[src/rtl/seg_pkg.sv]
`default_nettype none
// ============================================================================
// Module      : seg_pkg
// Description : Shared definitions for the multiplexed 7-segment scanner:
//               converter state enum, blank segment constant, digit encoder
//               and a power-of-ten constant function.
// Ports       : none (package)
// Revision    : 1.0 - initial release
// ============================================================================
package seg_pkg;

    // Segment pattern for a dark digit, {dp,g,f,e,d,c,b,a}
    localparam logic [7:0] SEG_BLANK = 8'h00;

    typedef enum logic [2:0] {
        IDLE   = 3'd0,
        SNAP   = 3'd1,
        LOAD   = 3'd2,
        SHIFT  = 3'd3,
        STORE  = 3'd4,
        COMMIT = 3'd5
    } conv_state_t;

    // Active-high segment map for one BCD nibble; dp bit is always 0 here.
    function automatic logic [7:0] seg_encode(input logic [3:0] nib);
        logic [7:0] seg;
        case (nib)
            4'd0:    seg = 8'h3F;
            4'd1:    seg = 8'h06;
            4'd2:    seg = 8'h5B;
            4'd3:    seg = 8'h4F;
            4'd4:    seg = 8'h66;
            4'd5:    seg = 8'h6D;
            4'd6:    seg = 8'h7D;
            4'd7:    seg = 8'h07;
            4'd8:    seg = 8'h7F;
            4'd9:    seg = 8'h6F;
            default: seg = SEG_BLANK;
        endcase
        return seg;
    endfunction

    // 10^n, evaluated at elaboration time for the clamp limit
    function automatic int unsigned pow10(input int unsigned n);
        int unsigned r;
        r = 1;
        for (int unsigned i = 0; i < n; i++) begin
            r = r * 10;
        end
        return r;
    endfunction

endpackage
`default_nettype wire

[src/rtl/bcd_dd_conv.sv]
`default_nettype none
// ============================================================================
// Module      : bcd_dd_conv
// Description : Sequential shift-add-3 (double-dabble) binary to BCD converter
//               for one field. Loads on start_i, then performs VAL_W
//               add-3/shift steps, one per clock.
// Ports       : clk, rst      - clock, asynchronous active-high reset
//               start_i       - load bin_i and begin a conversion
//               bin_i         - binary value (already clamped by caller)
//               done_o        - high during the final shift step; bcd_o is
//                               valid from the following cycle
//               bcd_o         - DIGITS packed BCD nibbles, nibble 0 = ones
// Revision    : 1.0 - initial release
// ============================================================================
module bcd_dd_conv #(
    parameter int VAL_W  = 14,
    parameter int DIGITS = 4
) (
    input  logic                  clk,
    input  logic                  rst,
    input  logic                  start_i,
    input  logic [VAL_W-1:0]      bin_i,
    output logic                  done_o,
    output logic [4*DIGITS-1:0]   bcd_o
);

    localparam int C_CNT_W = $clog2(VAL_W + 1);

    logic [VAL_W-1:0]    bin_q, bin_d;
    logic [4*DIGITS-1:0] bcd_q, bcd_d;
    logic [C_CNT_W-1:0]  cnt_q, cnt_d;
    logic [4*DIGITS-1:0] w_adj;

    always_comb begin
        // Add-3 correction on every nibble that would overflow 9 after doubling
        w_adj = bcd_q;
        for (int i = 0; i < DIGITS; i++) begin
            if (bcd_q[i*4 +: 4] >= 4'd5) begin
                w_adj[i*4 +: 4] = bcd_q[i*4 +: 4] + 4'd3;
            end
        end

        bin_d = bin_q;
        bcd_d = bcd_q;
        cnt_d = cnt_q;
        if (start_i) begin
            bin_d = bin_i;
            bcd_d = '0;
            cnt_d = C_CNT_W'(VAL_W);
        end else if (cnt_q != '0) begin
            bcd_d = (w_adj << 1) | {{(4*DIGITS-1){1'b0}}, bin_q[VAL_W-1]};
            bin_d = bin_q << 1;
            cnt_d = cnt_q - C_CNT_W'(1);
        end
    end

    always_ff @(posedge clk or posedge rst) begin
        if (rst) begin
            bin_q <= '0;
            bcd_q <= '0;
            cnt_q <= '0;
        end else begin
            bin_q <= bin_d;
            bcd_q <= bcd_d;
            cnt_q <= cnt_d;
        end
    end

    assign done_o = (cnt_q == C_CNT_W'(1));
    assign bcd_o  = bcd_q;

endmodule
`default_nettype wire

[src/rtl/seg_scan_display.sv]
`default_nettype none
// ============================================================================
// Module      : seg_scan_display
// Description : Multiplexed 7-segment scanner. Snapshots NUM_FIELDS binary
//               values, converts them one at a time into a back buffer, then
//               commits a coherent frame to the front buffer which is scanned
//               onto NUM_FIELDS*DIGITS digits with leading-zero blanking,
//               per-field blink, decimal points and an anti-ghost gap.
// Ports       : clk, rst       - clock, asynchronous active-high reset
//               tick_scan_i    - strobe, advance scan digit
//               tick_blink_i   - strobe, toggle blink phase
//               field_val_i    - packed field values, field f at [f*VAL_W +: VAL_W]
//               lzb_en_i       - per-field leading-zero blanking enable
//               blink_en_i     - per-field blink enable
//               dp_mask_i      - per-digit decimal point enable
//               seg_data_o     - {dp,g,f,e,d,c,b,a}, active high, registered
//               seg_com_o      - digit commons, active low, registered
//               frame_done_o   - one-cycle pulse while a frame is committed
//               conv_busy_o    - high whenever the converter is not IDLE
// Revision    : 1.0 - initial release
// ============================================================================
module seg_scan_display
    import seg_pkg::*;
#(
    parameter int NUM_FIELDS = 2,
    parameter int DIGITS     = 4,
    parameter int VAL_W      = 14,
    parameter int BLANK_CYC  = 4
) (
    input  logic                          clk,
    input  logic                          rst,
    input  logic                          tick_scan_i,
    input  logic                          tick_blink_i,
    input  logic [NUM_FIELDS*VAL_W-1:0]   field_val_i,
    input  logic [NUM_FIELDS-1:0]         lzb_en_i,
    input  logic [NUM_FIELDS-1:0]         blink_en_i,
    input  logic [NUM_FIELDS*DIGITS-1:0]  dp_mask_i,
    output logic [7:0]                    seg_data_o,
    output logic [NUM_FIELDS*DIGITS-1:0]  seg_com_o,
    output logic                          frame_done_o,
    output logic                          conv_busy_o
);

    localparam int          C_NUM_DIG = NUM_FIELDS * DIGITS;
    localparam int          C_SCAN_W  = (C_NUM_DIG > 1) ? $clog2(C_NUM_DIG) : 1;
    localparam int          C_FIDX_W  = (NUM_FIELDS > 1) ? $clog2(NUM_FIELDS) : 1;
    localparam int          C_BLANK_W = (BLANK_CYC > 0) ? $clog2(BLANK_CYC + 1) : 1;
    localparam int unsigned C_MAX_VAL = pow10(DIGITS) - 1;

    // ------------------------------------------------------------------
    // Converter sequencer
    // ------------------------------------------------------------------
    conv_state_t                 state_q, state_d;
    logic [NUM_FIELDS*VAL_W-1:0] snap_q;
    logic [C_FIDX_W-1:0]         fidx_q;
    logic [4*C_NUM_DIG-1:0]      back_q;
    logic [4*C_NUM_DIG-1:0]      front_q;

    logic [VAL_W-1:0]            w_field_raw;
    logic [VAL_W-1:0]            w_conv_bin;
    logic                        w_conv_start;
    logic                        w_conv_done;
    logic [4*DIGITS-1:0]         w_conv_bcd;

    assign w_field_raw  = snap_q[fidx_q*VAL_W +: VAL_W];
    // Values beyond what DIGITS can show saturate at all nines
    assign w_conv_bin   = (32'(w_field_raw) > C_MAX_VAL) ? VAL_W'(C_MAX_VAL) : w_field_raw;
    assign w_conv_start = (state_q == LOAD);

    bcd_dd_conv #(
        .VAL_W  (VAL_W),
        .DIGITS (DIGITS)
    ) u_conv (
        .clk     (clk),
        .rst     (rst),
        .start_i (w_conv_start),
        .bin_i   (w_conv_bin),
        .done_o  (w_conv_done),
        .bcd_o   (w_conv_bcd)
    );

    always_comb begin
        state_d = state_q;
        case (state_q)
            IDLE:    state_d = SNAP;
            SNAP:    state_d = LOAD;
            LOAD:    state_d = SHIFT;
            SHIFT:   if (w_conv_done) state_d = STORE;
            STORE:   state_d = (fidx_q == C_FIDX_W'(NUM_FIELDS - 1)) ? COMMIT : LOAD;
            COMMIT:  state_d = IDLE;
            default: state_d = IDLE;
        endcase
    end

    always_ff @(posedge clk or posedge rst) begin
        if (rst) begin
            state_q <= IDLE;
        end else begin
            state_q <= state_d;
        end
    end

    always_ff @(posedge clk or posedge rst) begin
        if (rst) begin
            snap_q  <= '0;
            fidx_q  <= '0;
            back_q  <= '0;
            front_q <= '0;
        end else begin
            case (state_q)
                SNAP: begin
                    snap_q <= field_val_i;
                    fidx_q <= '0;
                end
                STORE: begin
                    back_q[fidx_q*4*DIGITS +: 4*DIGITS] <= w_conv_bcd;
                    fidx_q <= fidx_q + C_FIDX_W'(1);
                end
                COMMIT: front_q <= back_q;
                default: ;
            endcase
        end
    end

    assign frame_done_o = (state_q == COMMIT);
    assign conv_busy_o  = (state_q != IDLE);

    // ------------------------------------------------------------------
    // Scan counter, anti-ghost gap and blink phase
    // ------------------------------------------------------------------
    logic [C_SCAN_W-1:0]  scan_idx_q;
    logic [C_BLANK_W-1:0] blank_cnt_q;
    logic                 blink_phase_q;

    always_ff @(posedge clk or posedge rst) begin
        if (rst) begin
            scan_idx_q    <= '0;
            blank_cnt_q   <= '0;
            blink_phase_q <= 1'b0;
        end else begin
            // A tick inside the gap still advances and restarts the gap
            if (tick_scan_i) begin
                scan_idx_q  <= (scan_idx_q == C_SCAN_W'(C_NUM_DIG - 1)) ? '0
                                                                       : scan_idx_q + C_SCAN_W'(1);
                blank_cnt_q <= C_BLANK_W'(BLANK_CYC);
            end else if (blank_cnt_q != '0) begin
                blank_cnt_q <= blank_cnt_q - C_BLANK_W'(1);
            end
            if (tick_blink_i) begin
                blink_phase_q <= ~blink_phase_q;
            end
        end
    end

    // ------------------------------------------------------------------
    // Digit decode
    // ------------------------------------------------------------------
    int                    w_digit;
    int                    w_field;
    int                    w_nib_pos;
    logic [4*DIGITS-1:0]   w_field_bcd;
    logic [3:0]            w_nib;
    logic                  w_upper_zero;
    logic                  w_lz_blank;
    logic                  w_blink;
    logic [7:0]            seg_data_d, seg_data_q;
    logic [C_NUM_DIG-1:0]  seg_com_d,  seg_com_q;

    always_comb begin
        w_digit     = int'(scan_idx_q);
        w_field     = w_digit / DIGITS;
        w_nib_pos   = w_digit % DIGITS;
        w_field_bcd = front_q[w_field*4*DIGITS +: 4*DIGITS];
        w_nib       = w_field_bcd[w_nib_pos*4 +: 4];

        // Nibble is a leading zero when it and every higher nibble are zero
        w_upper_zero = 1'b1;
        for (int j = 0; j < DIGITS; j++) begin
            if ((j >= w_nib_pos) && (w_field_bcd[j*4 +: 4] != 4'd0)) begin
                w_upper_zero = 1'b0;
            end
        end
        w_lz_blank = lzb_en_i[w_field] && (w_nib_pos != 0) && w_upper_zero;
        w_blink    = blink_phase_q && blink_en_i[w_field];

        seg_com_d  = '1;
        seg_data_d = SEG_BLANK;
        if (blank_cnt_q == '0) begin
            seg_com_d[w_digit] = 1'b0;
            if (!w_blink) begin
                seg_data_d    = w_lz_blank ? SEG_BLANK : seg_encode(w_nib);
                // Decimal point survives leading-zero blanking
                seg_data_d[7] = dp_mask_i[w_digit];
            end
        end
    end

    always_ff @(posedge clk or posedge rst) begin
        if (rst) begin
            seg_data_q <= SEG_BLANK;
            seg_com_q  <= '1;
        end else begin
            seg_data_q <= seg_data_d;
            seg_com_q  <= seg_com_d;
        end
    end

    assign seg_data_o = seg_data_q;
    assign seg_com_o  = seg_com_q;

endmodule
`default_nettype wire
[config.mk]
export PLATFORM = sky130hd
export DESIGN_NAME = seg_scan_display
export DESIGN_NICKNAME = d
export VERILOG_FILES = /design/src/rtl/seg_pkg.sv /design/src/rtl/bcd_dd_conv.sv /design/src/rtl/seg_scan_display.sv
export SDC_FILE = /design/constraint.sdc
export NUM_CORES = 1
export LEC_CHECK = 0
export BUFFER_PORTS_ARGS = -buffer_cell sky130_fd_sc_hd__buf_4
export CAP_MARGIN = 20
export CORE_ASPECT_RATIO = 0.8
export CORE_UTILIZATION = 50
export DETAILED_ROUTE_END_ITERATION = 10
export PLACE_DENSITY = 0.71
export SLEW_MARGIN = 0
export SYNTH_ARGS = -nofsm -noshare
export SYNTH_HDL_FRONTEND = slang
export SYNTH_SLANG_ARGS = --single-unit
[constraint.sdc]
create_clock -name clk -period 12.6 [get_ports clk]
set_clock_uncertainty 0.15 [all_clocks]
set_input_delay 1.89 -clock clk [delete_from_list [all_inputs] [get_ports clk]]
set_output_delay 1.89 -clock clk [all_outputs]
set_load 0.02 [all_outputs]
Yosys cells after proc, flatten, opt, wreduce, memory -nomap -nowiden
Memory sizes are Yosys's and may differ from the RTL's.
Index checks and enable logic that the tools add are counted.

cells by class
  reduce and logical (&&, ||, !) cells = 21
  mux-type cells = 35
  multipliers = 1
  div/mod/pow operators = 0
  add/sub/neg operators = 9
  eq/ne operators = 8
  $lt $le $gt $ge = 12
  shift operators = 5
  bitwise operators = 3

operators with widths
  operator                    number
  $mux W14                    3
  $neg A5 Y34                 1
  $shift A16 B34 Y32 const A  1
  $shiftx A16 B34 Y32         1
  $bwmux W32                  1
  $mux W16                    2
  $reduce_bool A32 Y1         1
  $shiftx A32 B6 Y16          1
  $shiftx A28 B6 Y14          1
  $mux W8                     3
  $mux W4                     5
  $reduce_bool A4 Y1          5
  $mux W3                     6
  $ge A4 B3 Y1 const B        4
  $or A16 B1 Y16              1
  $shiftx A16 B5 Y4           1
  $pmux W3 S5                 1
  $gt A14 B14 Y1 const B      1
  $add A4 B2 Y4 const B       3
  $mux W1                     10
  $eq A3 B3 Y1 const B        3
  $logic_and A1 B1 Y1         8
  $not A8 Y8                  1
  $mux W7                     1
  22 further kinds            29

storage, ports and cells
  bits in read-only memories = 112
  output and inout bits = 18
  logic and storage cells = 108
  bits in latches = 0
  RAM bits = 0
  memories = 1
  register bits after elaboration = 153

memory list
  memory           words  bits a word  read ports  clocked after Yosys merged registers in  write ports  line           RTL
  (no name shown)  16     7            1           0                                        0            seg_pkg.sv:27  case (nib)

Longest topological paths before layout
Gate-level depths: netlist of the first run.

  depth after elaboration = 11
  depth in mapped cells = 11
  depth with buffers taken out = 8

Modules after synthesis
A second synthesis of the first run with hierarchy kept.

second synthesis, totals
  cells, all modules = 674
  area total of the unflattened synthesis = 7392.1 um2

by module, submodules not included
  module            area an instance (um2)  cells each  times used  sequential area each (um2)
  seg_scan_display  5403.9                  462         1           2987.9
  bcd_dd_conv       1988.2                  212         1           850.8

Least setup slack after synthesis of the first run
OpenSTA, ideal clock, no wires.

  path kind = reg2out
  start point = register state_q[0]
  end point = output frame_done_o
  data arrival time = 1.223 ns
  path buffers = 2
  cell stages (with the launch flop) = 5
  slack = 9.337 ns
  cells stage by stage = dfrtp_1 -> clkbuf_1 -> nand3b_1 -> inv_1 -> buf_1

between the ends
  word-level cells in the longest chain between the ends = 1

ends and longest elaborated chain
  element                 line                     RTL
  start, declared         seg_scan_display.sv:53   conv_state_t state_q, state_d;
  start signal, assigned  seg_scan_display.sv:99   state_q <= state_d;
  $eq A3 B3 Y1            seg_scan_display.sv:125  assign frame_done_o = (state_q == COMMIT);
  end, declared           seg_scan_display.sv:40   output logic frame_done_o,

No other way between the ends.

Worst setup path after layout of the first run
  start point = register state_q[1]
  end point = output frame_done_o

Same word-level chain as after synthesis.

==> flow_summary.yaml, run 1 <==
outcome:
  outcome: "finished, final reports clean"
clocking:
  htreeDepth: 4
  cts_buffers: 17
  postCtsHoldBufs: 0
  cts_tree: "yes"
  clock_latency_ns: 0.41
  cts-root-buf: "clkbuf_16"
  postCtsSetupBuffers: 0
  clkTransAtPathRegs_ns: 0.06
  clkSinkCount: 153
  clockBufferDepth: 2
  cts_resized: 0
timing:
  tightest_slew_ns: 1.122
  rsz0062_at_grt: "no"
  slew_viol_final: 0
  period_share_pct: 34.69
  setup_viol: 0
  fin_setup_tns_ns: 0
  fmax_mhz: 228.8
  slew_headroom_pct: 25.21
  period_needed_ns: 4.371
  hold_viol: 0
synthesis:
  synth-simple-area-share_pct: 13.52
  ys.flop_type: "dfrtp_1"
  synth_compound_area_share_pct: 7.417
  syn_area_per_cell_um2: 10.93
  synth_cells: 653
  synthArstFlopShare_pct: 100.0
  synth_seq_cells: 153
  ys_warn_count: 0
  postSynthNetCount: 720
  seq_area_frac_synth_pct: 53.80
  synthAdderAreaFrac_pct: 4.033
  ys_types: 46
  netlist_area_um2: 7136
  synth_xor_area_share_pct: 1.105
  synth_edf_count: 0
  synth_mux_area_share_pct: 16.68
  synth_top_family_by_area: "multiplexers"
die:
  dieHeight_um: 108.9
  io_pins: 62
  start_util_pct: 51.93
  core_um2: 13740
  die_x_um: 135.6
  core.rowCount: 38
  dieArea_um2: 14760
global_route:
  antenna_found_initial: 0
  grt_max_degree: 88
  grt.overflow.total: 0
  grt_pass1_vias: 5077
  gr-usage-all-layers_pct: 22.04
  grt_pass1_wl_mm: 25.00
critical_path:
  reg2reg_depth: 4
  crit_arrival_ns: 2.33
  cp.required_ns: 10.56
  crit_type: "reg -> out"
  cp-startpoint: "state_q[1]"
  crit_path_frequent_cell: "buf_4"
  cp_max_fo: 33
  worst_setup_path_end_kind: "output port"
  reg2reg_to: "back_q[17]"
  slowest_delay_ns: 0.71
  path_cells: "nand3b_1 > buf_4 > inv_1 > buf_4"
  start_kind: "flip-flop"
  reg2reg_from: "fidx_q"
  r2r_slack_ns: 10.01
  cpMaxStageDelayCell: "inv_1"
power:
  power_switching_share_pct: 33.64
  clkPwrFrac_pct: 28.7
  switching_power_uw: 603.2
  ir_drop_uv: 180.0
  p_leak_uw: 0.003813
  p_seq_share_pct: 41.6
  combPwrFrac_pct: 29.6
  powerDensity_nw_per_um2: 214.9
  p_int_uw: 1190
worst_hold_path:
  hp-class: "reg -> reg"
  holdPathEnd: "front_q[3]"
  min_from: "back_q[3]"
  holdPathStages: 2
routing:
  num_vias: 4881
  dr.first_iter.drc_count: 304
  vias_per_cell: 5.429
  drc: 0
  ant_nets: 0
  routed_wl_mm: 14.57
  drt-wirelength-per-cell_um: 16.21
  dr.pass1.iters: 5
placed_design:
  gp_congestion: 0.8061
  dp_cells: 866
  dpl.hpwl_mm: 9.868
  io_buffers: 61
layout:
  drive_gt1_share_pct: 24.90
  syn2layout_area_growth_pct: 16.90
  finalNonFillerCells: 899
  antenna_cells: 0
  final_common_cell: "nand2_1"
  nNetsFinal: 773
  fill_cells: 1122
  mostFrequentLayoutCells: "nand2_1, dfrtp_1, buf_4"
run:
  drv_cap: 0
power groups by stage:
stage                     clock, uW  sequential, uW  combinational (uW)
after global routing            548             765                 597
after CTS                       522             745                 532
after global placement            0             746                 502
final                           515             746                 532
after floorplan                   0             714                 419
after detailed placement          0             751                 527
kinds of logic (layout without fill, tap and decap cells):
family / after synthesis / in the layout
AOI/OAI and AO/OA: 86 / 86
xor gates and xnor gates: 9 / 9
adders and majority gates: 23 / 23
buffers and inverters: 58 / 124
DFF: 153 / 153
muxes: 99 / 99
and+or+nand+nor: 225 / 225
metrics by stage:
stage	hold WS, ns	total power [uW]	util (%)	setup WS (ns)	area, um2
floorplan	0.2848	1133	-	6.452	7136
global placement	0.3000	1248	56.14	8.744	7714
detailed placement	0.3028	1279	56.14	8.713	7714
CTS	0.3232	1800	60.51	8.237	8314
global route	0.3322	1911	60.71	8.063	8342
finish	0.3178	1793	60.71	8.229	8342
sequential cells by signal, indices dropped and copies added (netlist names):
name	cells
u_conv.bcd_o	16
snap_q	28
u_conv.bin_q	14
front_q	32
u_conv.cnt_q	4
blank_cnt_q	3
blink_phase_q	1
fidx_q	1
state_q	3
back_q	32
seg_com_o	8
scan_idx_q	3
seg_data_o	8
routing by layer:
layer,share of wire (%),routed length [um],global-route usage (%)
met5,0,0,0
met4,0.55,80,5.859
met3,3.7,539,5.439
met2,49,7088,35.13
met1,47,6861,30.15
worst max-delay path: cells and delay by family (launching register included):
kind                   cells  cell delay (ns)
DFF                        1             0.46
and+or+nand+nor            1             0.20
buffers and inverters      3             1.24
cell type report:
| cell class | count | area [um2] | share of cell area, % |
|---|---|---|---|
| Clock buffer | 19 | 432.9 | 5.190 |
| Clock inverter | 13 | 167.7 | 2.010 |
| Timing Repair Buffer | 67 | 523.0 | 6.270 |
| Sequential cell | 153 | 3839 | 46.02 |
| Tap cell | 180 | 225.2 | 2.700 |
| Inverter | 25 | 98.84 | 1.185 |
| Multi-Input combinational cell | 442 | 3055 | 36.63 |
how the worst max path moves through the flow:
stage / slack, ns / cells after the start / to
final: 8.23 / 4 / frame_done_o
after global placement: 8.74 / 4 / frame_done_o
after floorplan: 6.45 / 1 / back_q[0]
after CTS: 8.24 / 4 / frame_done_o
after detailed placement: 8.71 / 4 / frame_done_o
after global routing: 8.06 / 4 / frame_done_o
cell usage after synthesis (11+ instances only):
master | n | area (um2)
a21oi_1 | 33 | 165.2
buf_2 | 11 | 55.05
clkbuf_1 | 17 | 63.81
dfrtp_1 | 145 | 3628
ha_1 | 23 | 287.8
inv_1 | 24 | 90.09
mux2_2 | 56 | 630.6
mux2i_1 | 32 | 320.3
nand2_1 | 160 | 600.6
nand3_1 | 11 | 55.05
nor2_1 | 17 | 63.81
o21ai_0 | 20 | 100.1
Note: power is estimated with default switching activity, not from simulation.
==> inputs of run 2 (changes only) <==
- PLACE_DENSITY: 0.71 -> 0.73
- clock period: 12.6 -> 3.9 ns (I/O delays scaled with it)
==> run 2 against run 1 <==
  * Clock power rose to 3.4 times the previous value
  * Routed wire length up 4.1%
  * Die area unchanged
  * Combinational power rose to 3.3 times the previous value
  * Critical endpoint unchanged
  * Largest power group unchanged
==> flow_summary.yaml, run 2 (same netlist as run 1, synthesis figures left out) <==
outcome:
  outcome: "finished, final reports clean"
routing:
  num_vias: 5056
  drt-wirelength-per-cell_um: 16.86
  route.met2.wl_mm: 7.163
  drt-met1-wl_mm: 7.086
  dr.first_iter.drc_count: 332
  dr.pass1.iters: 5
  wl_met3_um: 728
  vias_per_cell: 5.618
  topRoutingLayerUsed: "met4"
  ant_nets: 0
  drc: 0
  routed_wl_mm: 15.17
timing:
  hold_viol: 0
  tightest_slew_ns: 0.9804
  period_needed_ns: 3.082
  fin_setup_tns_ns: 0
  fmax_mhz: 324.5
  slew_viol_final: 0
  rsz0062_at_grt: "no"
  setup_viol: 0
  period_share_pct: 79.02
  slew_headroom_pct: 34.64
critical_path:
  reg2reg_from: "fidx_q"
  slowest_delay_ns: 0.74
  cpMaxStageDelayCell: "inv_1"
  cp.required_ns: 3.16
  path_cells: "nand3b_1 > buf_4 > inv_1 > buf_4"
  cp-startpoint: "state_q[1]"
  crit_type: "reg -> out"
  worst_setup_path_end_kind: "output port"
  start_kind: "flip-flop"
  cp_num_buf_inv: 3
  critPathTopFamily: "buffers and inverters"
  cp_max_fo: 33
  crit_path_frequent_cell: "buf_4"
  crit_arrival_ns: 2.35
run:
  drv_cap: 0
placed_design:
  dpl.hpwl_mm: 10.52
  io_buffers: 61
  gp_congestion: 0.8293
global_route:
  grt.overflow.total: 0
  grt_pass1_vias: 5035
  grt_pass1_wl_mm: 25.18
  grt_max_degree: 81
  gr-usage-all-layers_pct: 22.52
  antenna_found_initial: 0
power:
  power_uw: 5913
  p_leak_uw: 0.003835
  ir_drop_uv: 383.9
  powerDensity_nw_per_um2: 705.3
layout:
  drive_gt1_share_pct: 24.72
  final_common_cell: "nand2_1"
  mostFrequentLayoutCells: "nand2_1, dfrtp_1, buf_4"
  antenna_cells: 0
  syn2layout_area_growth_pct: 17.50
  nNetsFinal: 774
  reg_top3: "back_q x32, front_q x32, snap_q x28"
clocking:
  cts_tree: "yes"
  postCtsSetupBuffers: 0
  clockBufferDepth: 2
  clock_latency_ns: 0.42
  cts-root-buf: "clkbuf_16"
  htreeDepth: 4
  cts_resized: 0
  cts_buffers: 17
  clkSinkCount: 153
  postCtsHoldBufs: 0
  clkTransAtPathRegs_ns: 0.06
die:
  core.rowCount: 38
  io_pins: 62
  core_um2: 13740
  die_x_um: 135.6
  start_util_pct: 51.93
  dieArea_um2: 14760
  dieHeight_um: 108.9
worst_hold_path:
  hp-class: "in -> async"
==> run 2: layout make-up <==
class                   count  area, um2
fillers                  1043       5356
clock buffers              24      481.7
clock inverters             8      142.6
repair buffers             68      543.0
inverters                  25      97.59
well taps                 180      225.2
flip-flops and latches    153       3839
multi-input cells         442       3055
==> run 2: worst paths after layout <==
check,to,slack [ns],cells after the start
max in group asynchronous,u_conv.bcd_o[11],2.48,3
min in group clk,blink_phase_q,0.20,2
setup reg to reg,back_q[24],1.36,4
hold reg to reg,front_q[22],0.31,2
setup / recovery,frame_done_o,0.82,4
hold / removal,snap_q[13],0.12,2
==> run 2: per-stage QoR <==
stage | instances | cell area (um2) | setup WS (ns) | hold slack (ns) | utilization (%)
floorplan | 653 | 7139 | 1.241 | 0.2848 | -
global placement | 867 | 7732 | 1.149 | 0.3008 | 56.27
detailed placement | 867 | 7732 | 1.039 | 0.3019 | 56.27
CTS | 899 | 8357 | 0.8183 | 0.1163 | 60.82
global route | 900 | 8384 | 0.6405 | 0.1497 | 61.02
finish | 900 | 8384 | 0.8181 | 0.1191 | 61.02
==> run 2: power breakdown <==
part	switching, uW	total [uW]	leakage (uW)	internal, uW
Combinational	941	1780	0.00166	835
Sequential	386	2410	0.00187	2020
Clock	614	1730	0.000304	1120
==> run 2: per-layer routing <==
| metal | vias to the layer above | GRT usage [%] |
|---|---|---|
| met5 | - | 0 |
| met4 | 0 | 8.427 |
| met3 | 21 | 5.114 |
| met2 | 139 | 34.77 |
| met1 | 2535 | 31.15 |
| li1 | 2361 | - |
